### src/rtl/exc_ctrl.sv
// exc_ctrl: exception/interrupt sequencer that drains the pipeline, commits to CP0 and redirects the PC.
module exc_ctrl #(
  parameter int DRAIN_CYC = 3,
  parameter int INT_W = 6
) (
  input  logic             clk,
  input  logic             rst,
  input  logic             exc_sys,
  input  logic             exc_brk,
  input  logic             exc_teq,
  input  logic             exc_eret,
  input  logic [31:0]      exc_pc,
  input  logic [INT_W-1:0] int_req,
  input  logic             int_en,
  input  logic [INT_W-1:0] int_mask,
  output logic             stall,
  output logic             flush,
  output logic             cp0_exception,
  output logic             cp0_eret,
  output logic [4:0]       cp0_cause,
  output logic [31:0]      cp0_pc,
  output logic             pc_redirect,
  output logic [INT_W-1:0] int_ack,
  output logic             busy
);
  typedef enum logic [1:0] {IDLE, DRAIN, COMMIT, REDIRECT} state_t;
  state_t state;
  logic [3:0] cnt;
  logic kind;
  logic [INT_W-1:0] elig, win;
  logic sync_exc, req;
  assign elig = int_req & int_mask & {INT_W{int_en}};
  // isolate the lowest set bit: lowest-index interrupt wins
  assign win = elig & (~elig + 1'b1);
  assign sync_exc = exc_sys | exc_brk | exc_teq;
  assign req = sync_exc | exc_eret | (|elig);
  always_ff @(posedge clk or posedge rst) begin
    if (rst) begin
      state <= IDLE;
      cnt <= '0;
      kind <= 1'b0;
      stall <= 1'b0;
      flush <= 1'b0;
      cp0_exception <= 1'b0;
      cp0_eret <= 1'b0;
      cp0_cause <= '0;
      cp0_pc <= '0;
      pc_redirect <= 1'b0;
      int_ack <= '0;
      busy <= 1'b0;
    end else begin
      case (state)
        IDLE: if (req) begin
          state <= DRAIN;
          stall <= 1'b1;
          flush <= 1'b1;
          busy <= 1'b1;
          cnt <= 4'(DRAIN_CYC - 1);
          cp0_pc <= exc_pc;
          cp0_cause <= exc_sys ? 5'd8 : exc_brk ? 5'd9 : exc_teq ? 5'd13 : 5'd0;
          kind <= !sync_exc && exc_eret;
          int_ack <= (sync_exc | exc_eret) ? '0 : win;
        end
        DRAIN: begin
          int_ack <= '0;
          if (cnt == 4'd0) begin
            state <= COMMIT;
            flush <= 1'b0;
            cp0_exception <= 1'b1;
            cp0_eret <= kind;
          end else cnt <= cnt - 4'd1;
        end
        COMMIT: begin
          state <= REDIRECT;
          cp0_exception <= 1'b0;
          pc_redirect <= 1'b1;
        end
        default: begin
          state <= IDLE;
          stall <= 1'b0;
          busy <= 1'b0;
          pc_redirect <= 1'b0;
          cp0_eret <= 1'b0;
        end
      endcase
    end
  end
endmodule
### config.mk
export PLATFORM = sky130hd
export DESIGN_NAME = exc_ctrl
export DESIGN_NICKNAME = d
export VERILOG_FILES = /design/src/rtl/exc_ctrl.sv
export SDC_FILE = /design/constraint.sdc
export NUM_CORES = 1
export LEC_CHECK = 0
export ABC_AREA = 0
export CAP_MARGIN = 20
export CORE_ASPECT_RATIO = 1.1
export CORE_MARGIN = 1
export CORE_UTILIZATION = 47
export CTS_CLUSTER_SIZE = 40
export DETAILED_ROUTE_END_ITERATION = 12
export PLACE_DENSITY = 0.83
export SLEW_MARGIN = 5
export SYNTH_ARGS = -nofsm -noshare
export SYNTH_HDL_FRONTEND = slang
export SYNTH_SLANG_ARGS = --single-unit
### constraint.sdc
create_clock -name clk -period 3.9 [get_ports clk]
set_input_delay 0.78 -clock clk [delete_from_list [all_inputs] [get_ports clk]]
set_output_delay 0.78 -clock clk [all_outputs]
set_load 0.01 [all_outputs]
==> Flow_metrics.wiki, run 1 <==
{| class="wikitable"
! Metric !! Value
|-
| Cell type with the largest total area after synthesis || dfrtp_1
|-
| Tightest hold margin || 0.5059 ns
|-
| Most frequent cells after synthesis || dfrtp_1, mux2_4, inv_1
|-
| Layout Area Growth over Synthesis || 43.03%
|-
| Master cell of the clock root buffer || clkbuf_8
|-
| Critical path's largest stage delay || 0.50 ns
|-
| Share of cells above drive strength 1 || 0.1926
|-
| Initial standard-cell utilization of the core || 0.4855
|-
| Main area contributors after synthesis || dfrtp_1, mux2_4, mux2_2
|-
| Number of diodes added for antenna fixing || 0
|-
| Cell family with the largest share of critical-path delay || buffers and inverters
|-
| Total global routing track utilization || 0.2028
|-
| Portion of the clock cycle consumed by the worst path in the final layout || 0.7096
|-
| Final critical-path setup slack || 1.132 ns
|-
| Weighted congestion at the end of routability-driven global placement || 0.8943
|-
| Worst-path clk slew || 0.10 ns
|-
| Data required time at the worst endpoint || 4.10 ns
|-
| Final std cell area, no fill || 3722 um^2
|-
| Worst-path cell chain || clkdlybuf4s50_1 -> nor4_4 -> o21a_4 -> a21o_2 -> buf_4 -> mux2_2
|-
| Number of max-cap violations || 0
|-
| Number of endpoints failing setup at the final stage || 0
|-
| Rows || 28
|-
| Fin crit period || 2.768 ns
|-
| Dominant synthesized flop cell || dfrtp_1
|-
| Status || finished clean
|-
| Synth top area share || 0.5096
|-
| Hold Violations, Final || 0
|-
| Die span in y || 80.05 um
|-
| Port Buffers || 97
|-
| Sink count of the clock tree || 53
|-
| Share of synthesized area occupied by flip-flops and latches || 0.5096
|-
| Most frequently used cell type in the post-synthesis netlist || dfrtp_1
|-
| Maximum fanout along the worst path || 13
|-
| Final-layout setup total negative slack || 0 ns
|-
| Setup crit end kind || flop
|-
| Number of levels the H-tree was split into || 2
|-
| Post-cts gate resize count || 0
|-
| Final slew viol count || 0
|-
| Global route total overflow || 0
|-
| Final #Nets || 352
|-
| Leakage component of the power || 1.661 nW
|-
| Type of the setup path with the least slack || primary input to flop
|-
| Max Clock Freq || 0.3613 GHz
|-
| Final core area utilization || 0.6944
|-
| Number of buffers created by CTS || 5
|-
| Critical path's slowest cell || clkdlybuf4s50_1
|-
| Pin count of the biggest net entering global routing || 54
|-
| Average cell area after synthesis || 13.28 um^2
|-
| Buffer count from post-CTS setup fixing || 0
|-
| Hold Crit Class || flop to flop
|-
| Final total power || 2.759 mW
|-
| Cell area after placement || 3597 um^2
|-
| Yosys warns || 0
|-
| Die width || 72.95 um
|-
| Total number of vias || 1,889
|-
| Total of hold buffers inserted after clock tree synthesis || 0
|-
| Post-Place Worst Slack || 0.7970 ns
|-
| Fin Clk Skew || 0.006052 ns
|-
| Drt pass-1 iters || 4
|-
| Routed WL per cell || 15.12 um
|-
| Gate count after technology mapping || 196
|-
| Cell count after placement || 362
|-
| Placeable core region || 5360 um^2
|-
| Worst Max-Slew Pin Slew || 0.7868 ns
|-
| Worst voltage drop across the vdd grid || 444.7 uV
|-
| Count of unresolved DRC violations after routing || 0
|-
| Power density over the cells || 741.2 nW/um^2
|-
| Detail-routed via count per cell || 5.092
|-
| Critical path startpoint category || primary input
|-
| Half-perimeter wire length of the detailed placement result || 4086 um
|-
| EDFF count, synth || 0
|-
| Wire length of the first global-routing pass || 9101 um
|-
| Ys async rst share || 1.000
|-
| Worst-case headroom to the max-slew limit || 0.4683
|-
| Number of DRC markers after the initial detailed-route iteration || 69
|-
| Vias in the first global route || 2,006
|-
| Clock latency at the later pin of the worst-skew pair || 0.31 ns
|-
| Number of buffers and inverters on the critical path || 2
|-
| Flip-flop and latch count after synthesis || 53
|-
| Floorplan die area || 5839 um^2
|-
| Boundary pin count || 100
|-
| Final wirelength || 5610 um
|-
| CTS tree || yes
|-
| CTS Buffer Depth || 2
|-
| Cell Area, Synth || 2602 um^2
|-
| Count of placed standard cells in the final layout, fillers left out || 371
|-
| Endpoint arrival time on the critical path || 2.97 ns
|-
| Unrepaired setup endpoints after global routing || false
|-
| Number of distinct library cell variants in the gate-level netlist after synthesis || 44
|-
| Initial antenna violation count || 0
|-
| ANT nets after route || 0
|}
==> where the power goes <==
group | internal [mW] | switching (mW)
Clock | 0.164 | 0.186
Combinational | 0.895 | 0.573
Sequential | 0.790 | 0.151
Total | 1.85 | 0.909
==> worst reg2reg max path: stages, from the launching register on <==
cell and delay, ns:
dfrtp_1 0.42, inv_1 0.10, ha_1 0.46, inv_1 0.19, a21o_2 0.37, buf_4 0.25
mux2_4 0.31
==> cells by family after synthesis <==
| group | share of synthesized area |
|---|---|
| muxes | 0.2207 |
| DFF | 0.5096 |
| buffers and inverters | 0.06058 |
| AOI/OAI and AO/OA | 0.09519 |
| and+or+nand+nor | 0.08366 |
| other | 0.001441 |
| adders and majority gates | 0.02885 |
==> sequential cells by signal (all words and copies together), names as in the netlist <==
signal	flops
state	2
cp0_cause	3
int_ack	6
busy	1
cp0_pc	32
pc_redirect	1
cp0_exception	1
cnt	4
cp0_eret	1
flush	1
kind	1
==> placed cells by master (no fill, tap or decap), types with 3 or more instances in the layout <==
cell type / instances
o21ai_0: 3
a21oi_1: 5
nand4_1: 4
o211ai_1: 3
nand3_1: 5
mux2_4: 26
inv_1: 14
a22oi_1: 3
ha_1: 6
mux2i_1: 6
clkdlybuf4s50_1: 97
dfrtp_1: 53
clkbuf_8: 7
nor2_1: 5
nand2_1: 8
mux2_2: 11
nor2b_1: 3
==> worst paths after layout <==
check	start	endpoint	slack (ns)	depth (start not counted)
setup / recovery	exc_brk	cp0_pc[30]	1.13	6
hold / removal	cp0_cause[3]	cp0_cause[3]	0.51	1
max in group asynchronous	rst	pc_redirect	2.66	3
hold reg to reg	cp0_cause[3]	cp0_cause[3]	0.51	1
min in group asynchronous	rst	cp0_pc[4]	0.73	2
setup reg to reg	state[0]	cp0_pc[12]	1.70	6
==> layer usage <==
layer	vias up	global-route usage	part of all wire
li1	895	-	-
met1	907	0.2635	0.44
met2	79	0.3262	0.49
met3	8	0.04924	0.065
met4	0	0.07647	0.0091
met5	-	0	0
==> cell type report <==
cell class	count	area, um^2
Fill cell	379	1638
Multi-Input combinational cell	120	1122
Sequential cell	53	1326
Timing Repair Buffer	100	1018
Inverter	15	56.30
Tap cell	75	93.84
Clock buffer	7	96.34
Clock inverter	1	8.758
Note: power is estimated with default switching activity, not from simulation.
==> run 2, diff against run 1 <==
--- a/config.mk
+++ b/config.mk
@@ -9,10 +9,10 @@
 export CAP_MARGIN = 20
 export CORE_ASPECT_RATIO = 1.1
 export CORE_MARGIN = 1
-export CORE_UTILIZATION = 47
+export CORE_UTILIZATION = 44
 export CTS_CLUSTER_SIZE = 40
 export DETAILED_ROUTE_END_ITERATION = 12
-export PLACE_DENSITY = 0.83
+export PLACE_DENSITY = 0.78
 export SLEW_MARGIN = 5
 export SYNTH_ARGS = -nofsm -noshare
 export SYNTH_HDL_FRONTEND = slang
==> constraint.sdc (replaced) <==
create_clock -name clk -period 2.7 [get_ports clk]
set_input_delay 0.54 -clock clk [delete_from_list [all_inputs] [get_ports clk]]
set_output_delay 0.54 -clock clk [all_outputs]
set_load 0.01 [all_outputs]
==> Flow_metrics.wiki, run 2 (same netlist as run 1, synthesis figures left out) <==
{| class="wikitable"
! Metric !! Value
|-
| Global route total overflow || 0 (unchanged)
|-
| Initial antenna violation count || 0 (unchanged)
|-
| Number of endpoints failing setup at the final stage || 0 (unchanged)
|-
| Wire length of the first global-routing pass || 8625 um (-5.2%)
|-
| Half-perimeter wire length of the detailed placement result || 4178 um (+2.2%)
|-
| Number of diodes added for antenna fixing || 0 (unchanged)
|-
| Final-layout setup total negative slack || 0 ns (unchanged)
|-
| Worst voltage drop across the vdd grid || 645.4 uV (+45%)
|-
| Buffer count from post-CTS setup fixing || 0 (unchanged)
|-
| Final #Nets || 354 (+0.57%)
|-
| Post-Place Worst Slack || 0.1464 ns (-0.6505 ns)
|-
| Routed WL per cell || 15.00 um (-0.82%)
|-
| Cell family with the largest share of critical-path delay || compound AO/OA/AOI/OAI gates
|-
| Share of cells above drive strength 1 || 0.1946 (+0.002063)
|-
| Layout Area Growth over Synthesis || 44.13%
|-
| Leakage component of the power || 1.676 nW (+0.85%)
|-
| Commonest non-fill, non-tap cells in the layout || clkdlybuf4s50_1, dfrtp_1, mux2_4
|-
| Most common cell after layout, fill and taps aside || clkdlybuf4s50_1
|-
| Number of buffers created by CTS || 5 (unchanged)
|-
| Number of levels the H-tree was split into || 2 (unchanged)
|-
| Clock latency at the later pin of the worst-skew pair || 0.30 ns (about the same)
|-
| Final slew viol count || 0 (unchanged)
|-
| Setup crit end kind || flop
|-
| Vias in the first global route || 1,852 (-7.7%)
|-
| Worst-case headroom to the max-slew limit || 0.4526 (-0.01574)
|-
| ANT nets after route || 0 (unchanged)
|-
| Max Clock Freq || 0.4418 GHz
|-
| Detail-routed via count per cell || 5.101 (+0.19%)
|-
| Drt pass-1 iters || 6 (+2)
|-
| Number of max-cap violations || 0 (unchanged)
|-
| Number of DRC markers after the initial detailed-route iteration || 119 (+72%)
|-
| Placeable core region || 5733 um^2 (+7.0%)
|-
| Status || finished clean
|-
| CTS Buffer Depth || 2 (unchanged)
|-
| Fin crit period || 2.263 ns
|-
| Port Buffers || 97 (unchanged)
|-
| Hold Crit Class || flop to flop
|-
| Initial standard-cell utilization of the core || 0.4540 (-0.03158)
|-
| Worst-path clk slew || 0.09 ns (about the same)
|-
| Unrepaired setup endpoints after global routing || false
|-
| Top register by number of flip-flops || cp0_pc
|-
| Worst-path cell chain || clkdlybuf4s50_1 -> nor4_4 -> o211ai_1 -> o21ai_0 -> mux2_2
|-
| Weighted congestion at the end of routability-driven global placement || 0.8713 (-2.6%)
|-
| Type of the setup path with the least slack || primary input to flop
|-
| Registers with the most flip-flops || cp0_pc (32), int_ack (6), cnt (4)
|-
| Final wirelength || 5624 um (+0.25%)
|-
| Post-cts gate resize count || 0 (unchanged)
|-
| Power density over the cells || 1087 nW/um^2 (+47%)
|-
| Number of buffers and inverters on the critical path || 1 (-1)
|-
| Fin Clk Skew || 0.003486 ns (-0.002567 ns)
|-
| Sink count of the clock tree || 53 (unchanged)
|-
| Die width || 75.33 um (+3.3%)
|-
| Critical path startpoint category || primary input
|-
| Final critical-path setup slack || 0.4367 ns (-0.6957 ns)
|-
| CTS tree || yes
|-
| Total global routing track utilization || 0.1856 (-0.01719)
|-
| Total number of vias || 1,913 (+1.3%)
|-
| Floorplan die area || 6227 um^2 (+6.6%)
|-
| Worst Max-Slew Pin Slew || 0.8101 ns (+0.02330 ns)
|-
| Endpoint arrival time on the critical path || 2.45 ns (-0.52 ns)
|-
| Portion of the clock cycle consumed by the worst path in the final layout || 0.8383
|-
| Critical path's largest stage delay || 0.49 ns (about the same)
|-
| Data required time at the worst endpoint || 2.89 ns (-1.21 ns)
|-
| Die span in y || 82.66 um (+3.3%)
|-
| Rows || 29 (+3.6%)
|-
| Flip-flop count of the largest register, all copies and words added || 32 (unchanged)
|-
| Critical path's slowest cell || clkdlybuf4s50_1
|-
| Maximum fanout along the worst path || 4 (-9)
|-
| Total of hold buffers inserted after clock tree synthesis || 0 (unchanged)
|-
| Hold Violations, Final || 0 (unchanged)
|-
| Master cell of the clock root buffer || clkbuf_8
|-
| Count of unresolved DRC violations after routing || 0 (unchanged)
|-
| Pin count of the biggest net entering global routing || 26 (-52%)
|-
| Boundary pin count || 100 (unchanged)
|}
run 2: layer usage:
metal  global-route usage  vias up  part of all wire
li1                     -      899                 -
met1               0.2412      926              0.42
met2               0.2920       78              0.49
met3              0.05947       10             0.074
met4              0.06296        0             0.017
met5                    0        -                 0
run 2: cell type report:
class,count,area (um^2)
Clock buffer,7,86.33
Sequential cell,53,1326
Tap cell,77,96.34
Fill cell,467,1982
Timing Repair Buffer,102,1033
Multi-Input combinational cell,120,1122
Inverter,15,56.30
Clock inverter,1,30.03
run 2: worst reg2reg max path, delay by kind of cell, from the launching register on:
family / cells / cell delay, ns
AOI/OAI and AO/OA: 2 / 0.49
DFF: 1 / 0.42
and+or+nand+nor: 1 / 0.70
adders and majority gates: 1 / 0.37
buffers and inverters: 1 / 0.09
run 2: path summary, 6_finish.rpt:
| check | endpoint | slack [ns] | cells after the start | start |
|---|---|---|---|---|
| max | state[1] | 0.44 | 5 | exc_brk |
| min | cp0_cause[3] | 0.50 | 1 | cp0_cause[3] |
| max reg2reg | cnt[0] | 0.52 | 5 | state[1] |
| min reg2reg | cp0_cause[3] | 0.50 | 1 | cp0_cause[3] |
| max in group asynchronous | cp0_pc[7] | 1.50 | 3 | rst |
| min in group asynchronous | cp0_pc[1] | 0.60 | 2 | rst |
run 2: power by group:
part / switching, mW / internal, mW / total [mW] / leakage, nW
clock: 0.251 / 0.303 / 0.553 / 0.0585
combinational: 0.841 / 1.33 / 2.17 / 0.975
sequential: 0.216 / 1.14 / 1.36 / 0.642
run 2: per-stage QoR:
step / total power [mW] / instance area [um^2] / hold slack (ns) / instances / util
finish: 4.078 / 3751 / 0.4964 / 375 / 0.6543
global route: 4.323 / 3751 / 0.5250 / 375 / 0.6543
CTS: 4.116 / 3751 / 0.4967 / 375 / 0.6543
detailed placement: 3.540 / 3635 / 0.4753 / 367 / 0.6340
global placement: 3.487 / 3635 / 0.4617 / 367 / 0.6340
floorplan: 2.678 / 2606 / 0.4495 / 197 / -
==> run 3, diff against run 2 <==
==> constraint.sdc (replaced) <==
create_clock -name clk -period 2.3 [get_ports clk]
set_input_delay 0.46 -clock clk [delete_from_list [all_inputs] [get_ports clk]]
set_output_delay 0.46 -clock clk [all_outputs]
set_load 0.01 [all_outputs]
==> Flow_metrics.wiki, run 3 (same netlist as run 1, synthesis figures left out) <==
{| class="wikitable"
! Metric !! Value
|-
| Status || finished clean
|-
| Master cell of the clock root buffer || clkbuf_8
|-
| Hold Crit Class || flop to flop
|-
| Boundary pin count || 100 (unchanged)
|-
| Startpoint of the most critical setup path || exc_teq
|-
| Final wirelength || 5737 um (+2.0%)
|-
| Initial standard-cell utilization of the core || 0.4540 (unchanged)
|-
| Count of unresolved DRC violations after routing || 0 (unchanged)
|-
| Filler instances || 470 (+0.64%)
|-
| Floorplan die area || 6227 um^2 (unchanged)
|-
| Cell count after placement || 377 (+2.7%)
|-
| Portion of the clock cycle consumed by the worst path in the final layout || 0.8693
|-
| Worst voltage drop across the vdd grid || 735.1 uV (+14%)
|-
| Initial antenna violation count || 0 (unchanged)
|-
| Leakage component of the power || 1.709 nW (+2.0%)
|-
| Unrepaired setup endpoints after global routing || false
|-
| Seq. cell area || 1326 um^2 (unchanged)
|-
| Wire length of the first global-routing pass || 9032 um (+4.7%)
|-
| Buffer count from post-CTS setup fixing || 0 (unchanged)
|-
| Total number of vias || 1,973 (+3.1%)
|-
| Registers with the most flip-flops || cp0_pc (32), int_ack (6), cnt (4)
|-
| Final std cell area, no fill || 3806 um^2 (+1.5%)
|-
| Fin crit period || 1.999 ns
|-
| Top register by number of flip-flops || cp0_pc
|-
| Setup crit end kind || flop
|-
| Number of max-cap violations || 0 (unchanged)
|-
| Flip-flop count of the largest register, all copies and words added || 32 (unchanged)
|-
| Post-cts gate resize count || 0 (unchanged)
|-
| Number of DRC markers after the initial detailed-route iteration || 69 (-42%)
|-
| Hold Violations, Final || 0 (unchanged)
|-
| Share of cells above drive strength 1 || 0.2175 (+0.02290)
|-
| Max Clock Freq || 0.5002 GHz
|-
| Number of buffers created by CTS || 5 (unchanged)
|-
| Data required time at the worst endpoint || 2.50 ns (-0.39 ns)
|-
| CTS tree || yes
|-
| Number of endpoints failing setup at the final stage || 0 (unchanged)
|-
| Routed WL per cell || 14.90 um (-0.64%)
|-
| Most common cell after layout, fill and taps aside || clkdlybuf4s50_1
|-
| Pin count of the biggest net entering global routing || 54 (+110%)
|-
| Final #Nets || 364 (+2.8%)
|-
| Placeable core region || 5733 um^2 (unchanged)
|-
| Drt pass-1 iters || 4 (-2)
|-
| Number of levels the H-tree was split into || 2 (unchanged)
|-
| Vias in the first global route || 1,933 (+4.4%)
|-
| Fin Clk Skew || 0.007940 ns (+0.004455 ns)
|-
| Count of placed standard cells in the final layout, fillers left out || 385 (+2.7%)
|-
| Area of the multi-input gates || 1122 um^2 (unchanged)
|-
| ANT nets after route || 0 (unchanged)
|-
| Rows || 29 (unchanged)
|-
| Number of diodes added for antenna fixing || 0 (unchanged)
|-
| Critical path startpoint category || primary input
|-
| Final slew viol count || 0 (unchanged)
|-
| CTS Buffer Depth || 2 (unchanged)
|-
| Clock latency at the later pin of the worst-skew pair || 0.31 ns (about the same)
|-
| Beginning of the worst hold path || cp0_cause[3]
|-
| Die width || 75.33 um (unchanged)
|-
| Port Buffers || 97 (unchanged)
|-
| Maximum fanout along the worst path || 4 (unchanged)
|-
| Layout Area Growth over Synthesis || 46.25%
|-
| Total of hold buffers inserted after clock tree synthesis || 0 (unchanged)
|-
| Weighted congestion at the end of routability-driven global placement || 0.8242 (-5.4%)
|-
| Worst-path clk slew || 0.09 ns (about the same)
|-
| Total global routing track utilization || 0.1955 (+0.009929)
|-
| Power density over the cells || 1234 nW/um^2 (+13%)
|-
| Detail-routed via count per cell || 5.125 (+0.46%)
|-
| Type of the setup path with the least slack || primary input to flop
|-
| Die span in y || 82.66 um (unchanged)
|-
| Global route total overflow || 0 (unchanged)
|-
| Endpoint arrival time on the critical path || 2.20 ns (-0.25 ns)
|-
| Half-perimeter wire length of the detailed placement result || 4299 um (+2.9%)
|-
| Sink count of the clock tree || 53 (unchanged)
|-
| R2R Path Start || cnt[0]
|-
| Commonest non-fill, non-tap cells in the layout || clkdlybuf4s50_1, dfrtp_1, mux2_4
|-
| Cell area after placement || 3722 um^2 (+2.4%)
|}
-- run 3: stage by stage --
| stage | hold slack (ns) | power [mW] | TNS [ns] | setup slack, ns | util |
|---|---|---|---|---|---|
| CTS | 0.4902 | 4.737 | 0 | 0.2891 | 0.6639 |
| floorplan | 0.4495 | 3.143 | 0 | 0.4817 | - |
| detailed placement | 0.4674 | 4.193 | -0.1323 | -0.04147 | 0.6493 |
| global route | 0.5280 | 5.013 | 0 | 0.1799 | 0.6639 |
| finish | 0.4876 | 4.696 | 0 | 0.3007 | 0.6639 |
| global placement | 0.4622 | 4.142 | 0 | 0.005124 | 0.6493 |
-- run 3: worst max-delay path, cell delays in order --
cell             delay [ns]
clkdlybuf4s50_1        0.51
nor4_4                 0.31
buf_4                  0.17
o211ai_1               0.10
o21ai_0                0.28
mux2_2                 0.37
-- run 3: path summary, 6_finish.rpt --
kind	endpoint	slack (ns)	cells past startpoint
setup / recovery	state[1]	0.30	6
hold / removal	cp0_cause[3]	0.49	1
setup reg to reg	state[1]	0.32	6
hold reg to reg	cp0_cause[3]	0.49	1
max in group asynchronous	int_ack[2]	1.53	3
min in group asynchronous	int_ack[3]	0.53	3
-- run 3: where the power goes --
group | switching, mW | internal [mW] | total, mW
sequential | 0.249 | 1.34 | 1.59
combinational | 0.992 | 1.59 | 2.58
clock | 0.307 | 0.216 | 0.524
-- run 3: per-layer routing --
metal,GRT usage,wire [um],vias up
met5,0,0,-
met4,0.06852,104,0
met3,0.05825,417,10
met2,0.3071,2783,71
met1,0.2563,2432,973
li1,-,-,919
-- run 3: final cells by class --
cell class / count / area share
Clock buffer: 7 / 0.02005
Inverter: 15 / 0.01479
Timing Repair Buffer: 112 / 0.2945
Clock inverter: 1 / 0.001972
Sequential cell: 53 / 0.3485
Multi-Input combinational cell: 120 / 0.2949
Tap cell: 77 / 0.02531
